### src/rtl/uart_loader_pkg.sv
// Shared definitions for the UART boot loader: FSM states, frame constants
// and a little-endian byte shift helper.
package uart_loader_pkg;

    typedef enum logic [2:0] {
        ST_LEN   = 3'd0,
        ST_DATA  = 3'd1,
        ST_CSUM  = 3'd2,
        ST_DONE  = 3'd3,
        ST_ERROR = 3'd4
    } state_e;

    // Bytes in the word-count header and bytes per payload word
    localparam int unsigned HDR_BYTES  = 4;
    localparam int unsigned WORD_BYTES = 4;

    // Bytes arrive LSB first: each new byte enters at the top and the
    // accumulator shifts down, so after four bytes the first one is in [7:0].
    function automatic logic [31:0] shift_in(input logic [31:0] acc, input logic [7:0] b);
        return {b, acc[31:8]};
    endfunction

endpackage

### src/rtl/uart_loader_if.sv
// Instruction-memory write port: valid/ready handshake with word address and data.
interface uart_loader_if #(
    parameter int ADDR_WIDTH = 12
);
    logic                  mem_wvalid;
    logic                  mem_wready;
    logic [ADDR_WIDTH-1:0] mem_waddr;
    logic [31:0]           mem_wdata;

    modport master (
        output mem_wvalid,
        output mem_waddr,
        output mem_wdata,
        input  mem_wready
    );

    modport slave (
        input  mem_wvalid,
        input  mem_waddr,
        input  mem_wdata,
        output mem_wready
    );
endinterface

### src/rtl/uart_loader_toggle_event.sv
// Converts the receiver's toggle-style strobe into a one-cycle byte-event pulse.
// The first cycle after reset only primes the registered copy, because the
// receiver's update line has no defined reset value.
module toggle_event (
    input  logic clk,
    input  logic rst_n,
    input  logic rx_update,
    output logic byte_ev
);

    logic primed_q;
    logic copy_q;

    // Priming flag and registered copy of the strobe
    always_ff @(posedge clk or negedge rst_n) begin
        if (!rst_n) begin
            primed_q <= 1'b0;
            copy_q   <= 1'b0;
        end else begin
            primed_q <= 1'b1;
            copy_q   <= rx_update;
        end
    end

    assign byte_ev = primed_q && (rx_update != copy_q);

endmodule

### src/rtl/uart_loader.sv
// Boot loader: parses a framed image from the UART receiver (word count,
// little-endian payload words, XOR checksum), writes words to instruction
// memory and releases the CPU from reset once the image is verified.
module uart_loader
    import uart_loader_pkg::*;
#(
    parameter int ADDR_WIDTH = 12,
    parameter int BASE_ADDR  = 0,
    parameter int MAX_WORDS  = 2**ADDR_WIDTH
) (
    input  logic              clk,
    input  logic              rst_n,
    input  logic              rx_update,
    input  logic [7:0]        rx_byte,
    uart_loader_if.master     mem,
    output logic              cpu_rst_n,
    output logic              busy,
    output logic              done,
    output logic              error
);

    localparam logic [31:0] MAX_N     = 32'(MAX_WORDS);
    localparam logic [1:0]  LAST_HDR  = 2'(HDR_BYTES - 1);
    localparam logic [1:0]  LAST_WORD = 2'(WORD_BYTES - 1);

    state_e                state_q;
    logic [1:0]            byte_cnt_q;
    logic [31:0]           len_q;
    logic [31:0]           asm_q;
    logic [7:0]            csum_q;
    logic                  csum_got_q;
    logic [7:0]            csum_rx_q;
    logic [ADDR_WIDTH:0]   word_idx_q;
    logic                  wvalid_q;
    logic [ADDR_WIDTH-1:0] waddr_q;
    logic [31:0]           wdata_q;

    logic                  byte_ev;
    logic [31:0]           len_next;
    logic [31:0]           word_next;
    logic [ADDR_WIDTH:0]   idx_inc;
    logic [ADDR_WIDTH-1:0] addr_next;
    logic                  last_word;
    logic                  wr_fire;
    logic                  wr_clear;
    logic                  csum_have;
    logic [7:0]            csum_rx;

    toggle_event u_toggle_event (
        .clk       (clk),
        .rst_n     (rst_n),
        .rx_update (rx_update),
        .byte_ev   (byte_ev)
    );

    // Datapath helpers shared by the state machine
    always_comb begin
        len_next  = shift_in(len_q, rx_byte);
        word_next = shift_in(asm_q, rx_byte);
        idx_inc   = word_idx_q + 1'b1;
        addr_next = ADDR_WIDTH'(BASE_ADDR) + word_idx_q[ADDR_WIDTH-1:0];
        last_word = (32'(idx_inc) == len_q);
        wr_fire   = wvalid_q && mem.mem_wready;
        wr_clear  = !wvalid_q || mem.mem_wready;
        // The checksum byte may arrive in the same cycle the decision is made
        csum_have = csum_got_q || byte_ev;
        csum_rx   = csum_got_q ? csum_rx_q : rx_byte;
    end

    // Frame parser, checksum accumulation and write-port ownership
    always_ff @(posedge clk or negedge rst_n) begin
        if (!rst_n) begin
            state_q    <= ST_LEN;
            byte_cnt_q <= '0;
            len_q      <= '0;
            asm_q      <= '0;
            csum_q     <= '0;
            csum_got_q <= 1'b0;
            csum_rx_q  <= '0;
            word_idx_q <= '0;
            wvalid_q   <= 1'b0;
            waddr_q    <= '0;
            wdata_q    <= '0;
        end else begin
            // A completed handshake retires the write; a new word below may re-arm it
            if (wr_fire) begin
                wvalid_q <= 1'b0;
            end

            case (state_q)
                ST_LEN: begin
                    if (byte_ev) begin
                        len_q      <= len_next;
                        byte_cnt_q <= byte_cnt_q + 2'd1;
                        if (byte_cnt_q == LAST_HDR) begin
                            if (len_next == '0) begin
                                state_q <= ST_CSUM;
                            end else if (len_next > MAX_N) begin
                                state_q <= ST_ERROR;
                            end else begin
                                state_q <= ST_DATA;
                            end
                        end
                    end
                end

                ST_DATA: begin
                    if (byte_ev) begin
                        asm_q      <= word_next;
                        csum_q     <= csum_q ^ rx_byte;
                        byte_cnt_q <= byte_cnt_q + 2'd1;
                        if (byte_cnt_q == LAST_WORD) begin
                            if (wvalid_q && !mem.mem_wready) begin
                                // Previous word still pending: overrun
                                state_q  <= ST_ERROR;
                                wvalid_q <= 1'b0;
                            end else begin
                                wvalid_q   <= 1'b1;
                                wdata_q    <= word_next;
                                waddr_q    <= addr_next;
                                word_idx_q <= idx_inc;
                                if (last_word) begin
                                    state_q <= ST_CSUM;
                                end
                            end
                        end
                    end
                end

                ST_CSUM: begin
                    if (byte_ev && !csum_got_q) begin
                        csum_got_q <= 1'b1;
                        csum_rx_q  <= rx_byte;
                    end
                    if (csum_have && wr_clear) begin
                        state_q <= (csum_rx == csum_q) ? ST_DONE : ST_ERROR;
                    end
                end

                ST_DONE: begin
                end

                ST_ERROR: begin
                    wvalid_q <= 1'b0;
                end

                default: begin
                    state_q  <= ST_ERROR;
                    wvalid_q <= 1'b0;
                end
            endcase
        end
    end

    assign mem.mem_wvalid = wvalid_q;
    assign mem.mem_waddr  = waddr_q;
    assign mem.mem_wdata  = wdata_q;

    assign done      = (state_q == ST_DONE);
    assign error     = (state_q == ST_ERROR);
    assign cpu_rst_n = (state_q == ST_DONE);
    assign busy      = (state_q == ST_DATA) || (state_q == ST_CSUM) ||
                       ((state_q == ST_LEN) && (byte_cnt_q != '0));

endmodule

### src/flat_wrapper.sv
// flat-port wrapper written by rule: the top's interface ports become plain ports
module uart_loader_flat import uart_loader_pkg::*;
#(
    parameter int ADDR_WIDTH = 12,
    parameter int BASE_ADDR  = 0,
    parameter int MAX_WORDS  = 2**ADDR_WIDTH
)
  (clk, rst_n, rx_update, rx_byte, cpu_rst_n, busy, done, error, mem_mem_wvalid, mem_mem_waddr, mem_mem_wdata, mem_mem_wready);
  uart_loader_if #(.ADDR_WIDTH(ADDR_WIDTH)) mem_i ();
  input  logic clk;
  input  logic rst_n;
  input  logic rx_update;
  input  logic [7:0] rx_byte;
  output logic cpu_rst_n;
  output logic busy;
  output logic done;
  output logic error;
  output wire logic [$bits(mem_i.mem_wvalid)-1:0] mem_mem_wvalid;
  output wire logic [$bits(mem_i.mem_waddr)-1:0] mem_mem_waddr;
  output wire logic [$bits(mem_i.mem_wdata)-1:0] mem_mem_wdata;
  input wire logic [$bits(mem_i.mem_wready)-1:0] mem_mem_wready;
  assign mem_mem_wvalid = mem_i.mem_wvalid;
  assign mem_mem_waddr = mem_i.mem_waddr;
  assign mem_mem_wdata = mem_i.mem_wdata;
  assign mem_i.mem_wready = mem_mem_wready;
  uart_loader #(.ADDR_WIDTH(ADDR_WIDTH), .BASE_ADDR(BASE_ADDR), .MAX_WORDS(MAX_WORDS)) u_core (.clk(clk), .rst_n(rst_n), .rx_update(rx_update), .rx_byte(rx_byte), .mem(mem_i), .cpu_rst_n(cpu_rst_n), .busy(busy), .done(done), .error(error));
endmodule
### config.mk
export PLATFORM = sky130hd
export DESIGN_NAME = uart_loader_flat
export DESIGN_NICKNAME = d
export VERILOG_FILES = /design/src/rtl/uart_loader_pkg.sv /design/src/rtl/uart_loader_if.sv /design/src/rtl/uart_loader_toggle_event.sv /design/src/rtl/uart_loader.sv /design/src/flat_wrapper.sv
export SDC_FILE = /design/constraint.sdc
export NUM_CORES = 1
export LEC_CHECK = 0
export CAP_MARGIN = 40
export CORE_ASPECT_RATIO = 0.8
export CORE_MARGIN = 2
export CORE_UTILIZATION = 50
export CTS_CLUSTER_SIZE = 16
export DETAILED_ROUTE_END_ITERATION = 10
export MAX_ROUTING_LAYER = met4
export PLACE_DENSITY = 0.71
export SLEW_MARGIN = 30
export SYNTH_ARGS = -nofsm -noshare
export SYNTH_HDL_FRONTEND = slang
export SYNTH_HIERARCHICAL = 1
export SYNTH_SLANG_ARGS = --single-unit
### constraint.sdc
create_clock -name clk -period 4.1 [get_ports clk]
set_clock_uncertainty 0.1 [all_clocks]
set_input_delay 0.615 -clock clk [delete_from_list [all_inputs] [get_ports clk]]
set_output_delay 0.615 -clock clk [all_outputs]
set_load 0.05 [all_outputs]
==> metrics.sh, run 1 <==
RSZ0062_AT_GRT='no'
N_ANTENNA_CELL=0
SYNTH_SEQ_CELLS=138
ROUTE.VIAS.TOTAL=4470
AREA_GROWTH_PCT=22.5
VIOLATED_CHECKS='negative hold slack'
DETAIL-ROUTE-ANTENNA-NETS=0
HOLD_WS_NS=-0.00533
YOSYSSEQAREASHARE=0.561
DP.FINAL_HPWL_UM=9050
CP.ARRIVAL_NS=3.38
TIMING_MAX_TRANSITION_VIOLATIONS_FINAL=0
SYNTHESIS.YOSYS.WARNINGS=6
TIMING.CRITICAL_PATH.FROM_TYPE='input port'
LAYOUTNONFILLERINSTCOUNT=829
RUN_STATUS='finished, violations left'
WORSTREG2REGEND='u_core/state_q[0]$_DFFE_PN0P_'
HOLD_PATH_CLASS='in -> async'
VIA_COUNT_OF_THE_FIRST_GLOBAL_ROUTING_PASS=4381
POST_CTS.REPAIR.SETUP_BUFFERS=0
FOOTPRINT_OF_THE_FLIP_FLOPS_AND_LATCHES_MM2=0.00345
CTS_SINKS=138
INITIAL_CORE_UTIL=0.510
DIE_H_UM=103
SYNTH.AVG_CELL_AREA_UM2=10.1
CLK_ROOT_BUFFER_CELL='sky130_fd_sc_hd__clkbuf_16'
MIN_CLOCK_PERIOD_POST_ROUTE_NS=3.19
POST_CTS.RESIZED_INSTANCES=0
MAX_CLOCK_FREQ_GHz=0.314
CRIT_TYPE='in -> reg'
INSERTED_CLOCK_BUFFERS=17
CRITICAL_PATH.REG2REG.STARTPOINT='u_core/word_idx_q[0]$_DFFE_PN0P_'
GRT_FIRST_PASS_WIRELENGTH_UM=22100
FILLCELLCOUNT=994
IOS=61
POWERDENSITY_mW_PER_MM2=535
CTSHOLDBUFFERS=0
WL_PER_CELL_UM=16.1
DRT-VIAS-PER-INSTANCE=5.39
DRT_FIRST_ITER_VIOLATIONS=421
FINALWEIGHTEDCONGESTION=0.814
NUMBER_OF_ANTENNA_VIOLATIONS_AT_THE_FIRST_CHECK_IN_GLOBAL_ROUTING=0
CORE_MM2=0.0121
SYNTH.DISTINCT_CELLS=45
CRITICAL_PATH_PEAK_FANOUT=4
CELL_AREA_AFTER_SYNTHESIS_MM2=0.00615
FIN_NETS=679
GLOBALROUTEOVERFLOWTOTAL=0
PLACE.DETAILED.INSTANCES=796
FINALHOLDVIOLATIONS=18
REPORT.POWER.TOTAL_uW=4030
GRT_START_MAX_NET_PINS=74
FRACTION_OF_THE_CYCLE_THE_FINAL_WORST_PATH_NEEDS=0.778
CRITPATHCAPTURETYPE='flop'
FINAL_LAYOUT_SIZE_SUFFIX_GT1_FRAC=0.129
PLACE.PORT_BUFFERS=60
CAP_VIOLATIONS=0
TIMING.SETUP.TNS_NS=0
POWER.IR.VDD_WORST_uV=375
FLOORPLAN.DIE.WIDTH_UM=128
POST-ROUTE-DRC-COUNT=0
PATH_CLK_SLEW_NS=0.06
SYNTHESIS.NETS=627
FINAL-SETUP-VIOL-COUNT=0
MAXSLEWHEADROOM=0.591
R2R.WORST_PATH.CELLS=8
LEVEL_COUNT_OF_THE_CLOCK_H_TREE=4
POST_SYNTH_INST_COUNT=612
CTS_TREE='yes'
STD_CELL_ROWS=36
WORST_SLEW_PIN_SLEW_NS=0.611
R2R_SETUP_SLACK_NS=1.09
CRITICAL_PATH_REQUIRED_NS=4.29
FP.DIEAREA_MM2=0.0132
GLOBALROUTETOTALUTIL=0.224
DETAIL_ROUTE.WIRELENGTH_UM=13400
POWER.LEAKAGE_uW=0.00358
MULTI_INPUT_COMB_AREA_MM2=0.00251
WORSTSKEWPAIRLATENCY_NS=0.41
DRT-PASS1-ITER-COUNT=5
CLOCK_TREE.BUFFER_DEPTH=2
## worst max path at each step
stage	cells past startpoint	slack, ns	to	start
2_1_floorplan	9	1.27	u_core/state_q[0]$_DFFE_PN0P_	rx_update
3_3_place_gp	10	0.58	u_core/state_q[0]$_DFFE_PN0P_	rx_update
3_5_place_dp	10	0.53	u_core/state_q[0]$_DFFE_PN0P_	rx_update
4_1_cts	10	0.95	u_core/state_q[0]$_DFFE_PN0P_	rx_update
5_1_grt	10	0.81	u_core/state_q[0]$_DFFE_PN0P_	rx_update
6_report	10	0.91	u_core/state_q[0]$_DFFE_PN0P_	rx_update
## flip-flops by register name, indices dropped and copies added (netlist names)
| register | flops |
|---|---|
| u_core/len_q | 32 |
| u_core/mem.mem_wdata | 32 |
| u_core/asm_q | 24 |
| u_core/word_idx_q | 13 |
| u_core/mem.mem_waddr | 12 |
| u_core/csum_q | 8 |
| u_core/csum_rx_q | 8 |
| u_core/state_q | 3 |
| u_core/byte_cnt_q | 2 |
| u_core/csum_got_q | 1 |
| u_core/mem.mem_wvalid | 1 |
| u_core/u_toggle_event/copy_q | 1 |
| u_core/u_toggle_event/primed_q | 1 |
## synthesized netlist by cell type, drive strengths merged
master	instances	area share
or3	2	0.0020
clkbuf	25	0.015
o21ai	11	0.011
buf	10	0.015
nand2b	4	0.0041
nand2	221	0.13
a2111o	1	0.0018
or2	3	0.0031
a31oi	2	0.0020
nor2	18	0.011
a22oi	1	0.0012
inv	5	0.0031
o21bai	1	0.0012
nor4	7	0.0071
a31o	1	0.0014
o2111a	1	0.0018
nand4	5	0.0051
mux2	40	0.073
a211o	1	0.0014
a211oi	2	0.0024
or4	6	0.0079
nor3b	1	0.0012
nand3	15	0.014
and3	3	0.0031
a311oi	1	0.0014
mux2i	8	0.013
a21oi	6	0.0049
and4	3	0.0047
dfrtp	138	0.56
xnor2	35	0.050
o31ai	3	0.0037
nor3	13	0.011
ha	3	0.0061
conb	1	0.00061
nor2b	1	0.0010
a21o	3	0.0037
xor2	9	0.013
and2	2	0.0020
## per-layer routing
| layer | vias up | part of all wire | wire, µm | global-route usage |
|---|---|---|---|---|
| met3 | 19 | 0.047 | 627 | 0.0484 |
| met1 | 2209 | 0.49 | 6530 | 0.312 |
| met4 | 0 | 0.014 | 192 | 0.0744 |
| li1 | 2126 | - | - | - |
| met2 | 116 | 0.45 | 6040 | 0.332 |
| met5 | - | 0 | 0 | - |
## layout by cell type (no fill, tap or decap), types with 4 or more instances in the layout
cell,count
sky130_fd_sc_hd__nand2_1,221
sky130_fd_sc_hd__dfrtp_1,138
sky130_fd_sc_hd__clkdlybuf4s50_1,59
sky130_fd_sc_hd__mux2_2,39
sky130_fd_sc_hd__xnor2_1,35
sky130_fd_sc_hd__nor2_1,18
sky130_fd_sc_hd__clkbuf_16,17
sky130_fd_sc_hd__nand3_1,13
sky130_fd_sc_hd__nor3_1,12
sky130_fd_sc_hd__o21ai_0,10
sky130_fd_sc_hd__xor2_1,9
sky130_fd_sc_hd__mux2i_1,8
sky130_fd_sc_hd__bufinv_16,7
sky130_fd_sc_hd__buf_4,7
sky130_fd_sc_hd__a21oi_1,6
sky130_fd_sc_hd__nor4_1,6
sky130_fd_sc_hd__inv_1,5
sky130_fd_sc_hd__or4_1,5
sky130_fd_sc_hd__nand4_1,5
sky130_fd_sc_hd__nand2b_1,4
## metrics by stage
stage,cell area [µm²],setup WS [ns],util,hold WS [ns]
floorplan,6150,1.27,-,0.219
global placement,6840,0.579,0.566,0.357
detailed placement,6840,0.532,0.566,0.358
CTS,7520,0.954,0.623,0.228
global route,7540,0.812,0.624,0.000125
finish,7540,0.911,0.624,-0.00533
## cells by family (layout without fill, tap and decap cells)
group	after synthesis	count (layout)	share of synthesized area
AOI/OAI and AO/OA	34	34	0.0378
xor gates and xnor gates	44	44	0.0626
adders and majority gates	3	3	0.00610
DFF	138	138	0.561
other	1	1	0.000609
buffers and inverters	40	105	0.0335
muxes	48	48	0.0862
and+or+nand+nor	304	304	0.212
## where the power goes
group          internal, µW  total, µW  switching, µW
combinational           284        547            263
sequential             1540       1730            184
clock                  1200       1760            560
## critical path: stages
cell and delay, ns:
sky130_fd_sc_hd__clkdlybuf4s50_1 0.50, sky130_fd_sc_hd__xor2_1 0.18, sky130_fd_sc_hd__and2_1 0.25, sky130_fd_sc_hd__nand2_1 0.14, sky130_fd_sc_hd__o31ai_1 0.21, sky130_fd_sc_hd__nor2_1 0.08, sky130_fd_sc_hd__or4_1 0.52, sky130_fd_sc_hd__a2111o_1 0.39
sky130_fd_sc_hd__o21ai_4 0.16, sky130_fd_sc_hd__mux2_1 0.34
## cell type report
type / count / share of cell area
sequential: 138 / 0.458
multi-input combinational: 434 / 0.333
clock buffer: 20 / 0.0579
tap: 152 / 0.0252
inverter: 5 / 0.00249
timing repair buffer: 68 / 0.0906
clock inverter: 12 / 0.0325
No activity file was read; power rests on OpenSTA's default activity.
==> inputs of run 2 (changes only) <==
- clock period: 4.1 -> 3.06 ns (I/O delays scaled with it)
==> run 2 against run 1 <==
Against the previous run:
- global-route usage is 0.12 points lower
- worst hold slack improved by 0.33 ns
- die area stayed put
- power increased by 22%
- critical path type is now reg -> reg
- flip-flop and latch count did not move
- worst setup slack worse by 0.81 ns
- largest power group is now sequential cells
- sequential share of layout area decreased by 0.20 points
- clock power is 6% higher
- cell count is 2.1% higher
- combinational power up 38%
- the flow now finishes without violations
- wire length decreased by 1.9%
- clock-buffer cell count grew 5
==> metrics.sh, run 2 (same netlist as run 1, synthesis figures left out) <==
PATH_CLK_SLEW_NS=0.05
POWER.IR.VDD_WORST_uV=431
WL_PER_CELL_UM=15.5
CLK_ROOT_BUFFER_CELL='sky130_fd_sc_hd__clkbuf_16'
TIMING_MAX_TRANSITION_VIOLATIONS_FINAL=0
DETAIL-ROUTE-ANTENNA-NETS=0
LAYOUT_COMMONEST_CELL='sky130_fd_sc_hd__nand2_1'
CRITPATHMAXSTAGEDELAY_NS=0.52
DETAIL_ROUTE.WIRELENGTH_UM=13100
GRT_START_MAX_NET_PINS=64
FINAL-SETUP-VIOL-COUNT=0
STD_CELL_ROWS=36
POWER.CLOCK.FRACTION=0.379
DP.FINAL_HPWL_UM=9150
FP.DIEAREA_MM2=0.0132
CRITICAL_PATH.N_BUFFERS_INVERTERS=0
R2R_SETUP_SLACK_NS=0.1
LEVEL_COUNT_OF_THE_CLOCK_H_TREE=4
UTIL_AFTER_LAYOUT=0.627
POWERDENSITY_mW_PER_MM2=650
CLOCK_TREE.BUFFER_DEPTH=2
FINAL_LAYOUT_SIZE_SUFFIX_GT1_FRAC=0.147
INSERTED_CLOCK_BUFFERS=17
CAP_VIOLATIONS=0
CTS_SINKS=138
N_ANTENNA_CELL=0
R2R.WORST_PATH.CELLS=8
FIN_NETS=700
CRITICAL_PATH_PEAK_FANOUT=8
DRT_FIRST_ITER_VIOLATIONS=334
CRITPATHSLOWESTCELL='sky130_fd_sc_hd__dfrtp_1'
FINAL_AREA_MM2=0.00757
FRACTION_OF_THE_CYCLE_THE_FINAL_WORST_PATH_NEEDS=0.969
DRT-VIAS-PER-INSTANCE=5.27
CRITICAL_PATH_REQUIRED_NS=3.26
WORSTREG2REGEND='u_core/state_q[0]$_DFFE_PN0P_'
IOS=61
FINALHOLDVIOLATIONS=0
CRITPATHCAPTURETYPE='flop'
CP.ARRIVAL_NS=3.16
CRIT_FAMILY='compound AO/OA/AOI/OAI gates'
MAXSLEWHEADROOM=0.644
PLACE.PORT_BUFFERS=60
INITIAL_CORE_UTIL=0.510
COMBPWRFRAC=0.153
DRT-PASS1-ITER-COUNT=5
CTS_TREE='yes'
HOLD_PATH_CLASS='in -> async'
ROUTE.VIAS.TOTAL=4456
VIA_COUNT_OF_THE_FIRST_GLOBAL_ROUTING_PASS=4258
GRT_FIRST_PASS_WIRELENGTH_UM=21700
SWITCHING_POWER_uW=1280
FINALWEIGHTEDCONGESTION=0.875
DIE_H_UM=103
MIN_CLOCK_PERIOD_POST_ROUTE_NS=2.96
RSZ0062_AT_GRT='no'
GLOBALROUTETOTALUTIL=0.223
LAYOUT_COMMON_CELLS='221 x sky130_fd_sc_hd__nand2_1, 138 x sky130_fd_sc_hd__dfrtp_1, 59 x sky130_fd_sc_hd__clkdlybuf4s50_1, 39 x sky130_fd_sc_hd__mux2_2, 35 x sky130_fd_sc_hd__xnor2_1'
POST-ROUTE-DRC-COUNT=0
WORSTSKEWPAIRLATENCY_NS=0.42
POST_CTS.RESIZED_INSTANCES=0
CELL_INTERNAL_PWR_uW=3650
SEQ_POWER_SHARE=0.467
CORE_MM2=0.0121
GLOBALROUTEOVERFLOWTOTAL=0
RUN_STATUS='finished clean'
CELLS_TRAVERSED_ALONG_THE_WORST_TIMING_PATH='ha_1, and3_1, a31oi_1, a31o_1, or4_1, a2111o_1, o21ai_4, mux2_1'
POWER.LEAKAGE_uW=0.00362
CRIT_TYPE='reg -> reg'
CRITICAL_PATH.REG2REG.STARTPOINT='u_core/word_idx_q[0]$_DFFE_PN0P_'
AREA_GROWTH_PCT=23.0
MAX_CLOCK_FREQ_GHz=0.337
TIMING.CRITICAL_PATH.FROM_TYPE='flop'
FLOORPLAN.DIE.WIDTH_UM=128
SWSHARE=0.259
PLACEDINSTANCEAREA_MM2=0.00700
WORST_SLEW_PIN_SLEW_NS=0.529
NUMBER_OF_ANTENNA_VIOLATIONS_AT_THE_FIRST_CHECK_IN_GLOBAL_ROUTING=0
==> run 2: metrics by stage <==
step	setup slack, ns	hold WS, ns	total power, µW	std cells	setup TNS, ns
6_report	0.0956	0.329	4920	846	0
5_1_grt	0.0119	0.344	5160	846	0
4_1_cts	0.163	0.0483	4960	844	0
3_5_place_dp	-0.216	0.358	3070	816	-0.318
3_3_place_gp	-0.180	0.355	3030	816	-0.202
2_1_floorplan	0.354	0.0634	2800	612	0
==> run 2: how the worst max path moves through the flow <==
stage,from,endpoint,slack (ns),cells past startpoint
after floorplan,u_core/mem.mem_wvalid$_DFF_PN0_,u_core/state_q[0]$_DFFE_PN0P_,0.35,8
after global placement,rx_update,u_core/state_q[0]$_DFFE_PN0P_,-0.18,10
after detailed placement,rx_update,u_core/state_q[0]$_DFFE_PN0P_,-0.22,10
after CTS,u_core/word_idx_q[0]$_DFFE_PN0P_,u_core/state_q[0]$_DFFE_PN0P_,0.16,8
after global routing,rx_update,u_core/state_q[0]$_DFFE_PN0P_,0.01,10
final,u_core/word_idx_q[0]$_DFFE_PN0P_,u_core/state_q[0]$_DFFE_PN0P_,0.1,8
==> run 2: worst reg2reg max path: stages, from the launching register on <==
cell,delay (ns)
sky130_fd_sc_hd__dfrtp_1,0.52
sky130_fd_sc_hd__ha_1,0.29
sky130_fd_sc_hd__and3_1,0.32
sky130_fd_sc_hd__a31oi_1,0.13
sky130_fd_sc_hd__a31o_1,0.21
sky130_fd_sc_hd__or4_1,0.40
sky130_fd_sc_hd__a2111o_1,0.39
sky130_fd_sc_hd__o21ai_4,0.14
sky130_fd_sc_hd__mux2_1,0.33
==> run 2: final cells by class <==
class | count | area, µm²
Clock inverter | 3 | 40.0
Tap cell | 152 | 190
Timing Repair Buffer | 89 | 863
Sequential cell | 138 | 3450
Fill cell | 996 | 4500
Clock buffer | 25 | 495
Inverter | 5 | 18.8
Multi-Input combinational cell | 434 | 2510
==> run 2: timing repair <==
item | in CTS | in global routing
hold endpoints to repair | 0 | 9
buffers inserted | 0 | 0
setup endpoints to repair | 0 | 0
hold buffers | 0 | 1
==> run 2: metal layers <==
layer | wire length (µm) | share of wire | track usage
met5 | 0 | 0 | -
met1 | 6520 | 0.50 | 0.319
met3 | 667 | 0.051 | 0.0597
met2 | 5780 | 0.44 | 0.309
met4 | 164 | 0.012 | 0.0778
==> run 2: power groups by stage <==
stage | Sequential (µW) | Clock [µW] | Combinational [µW]
global route | 2340 | 1990 | 832
floorplan | 2240 | 0 | 559
detailed placement | 2330 | 0 | 748
CTS | 2300 | 1910 | 756
global placement | 2310 | 0 | 720
finish | 2300 | 1870 | 755
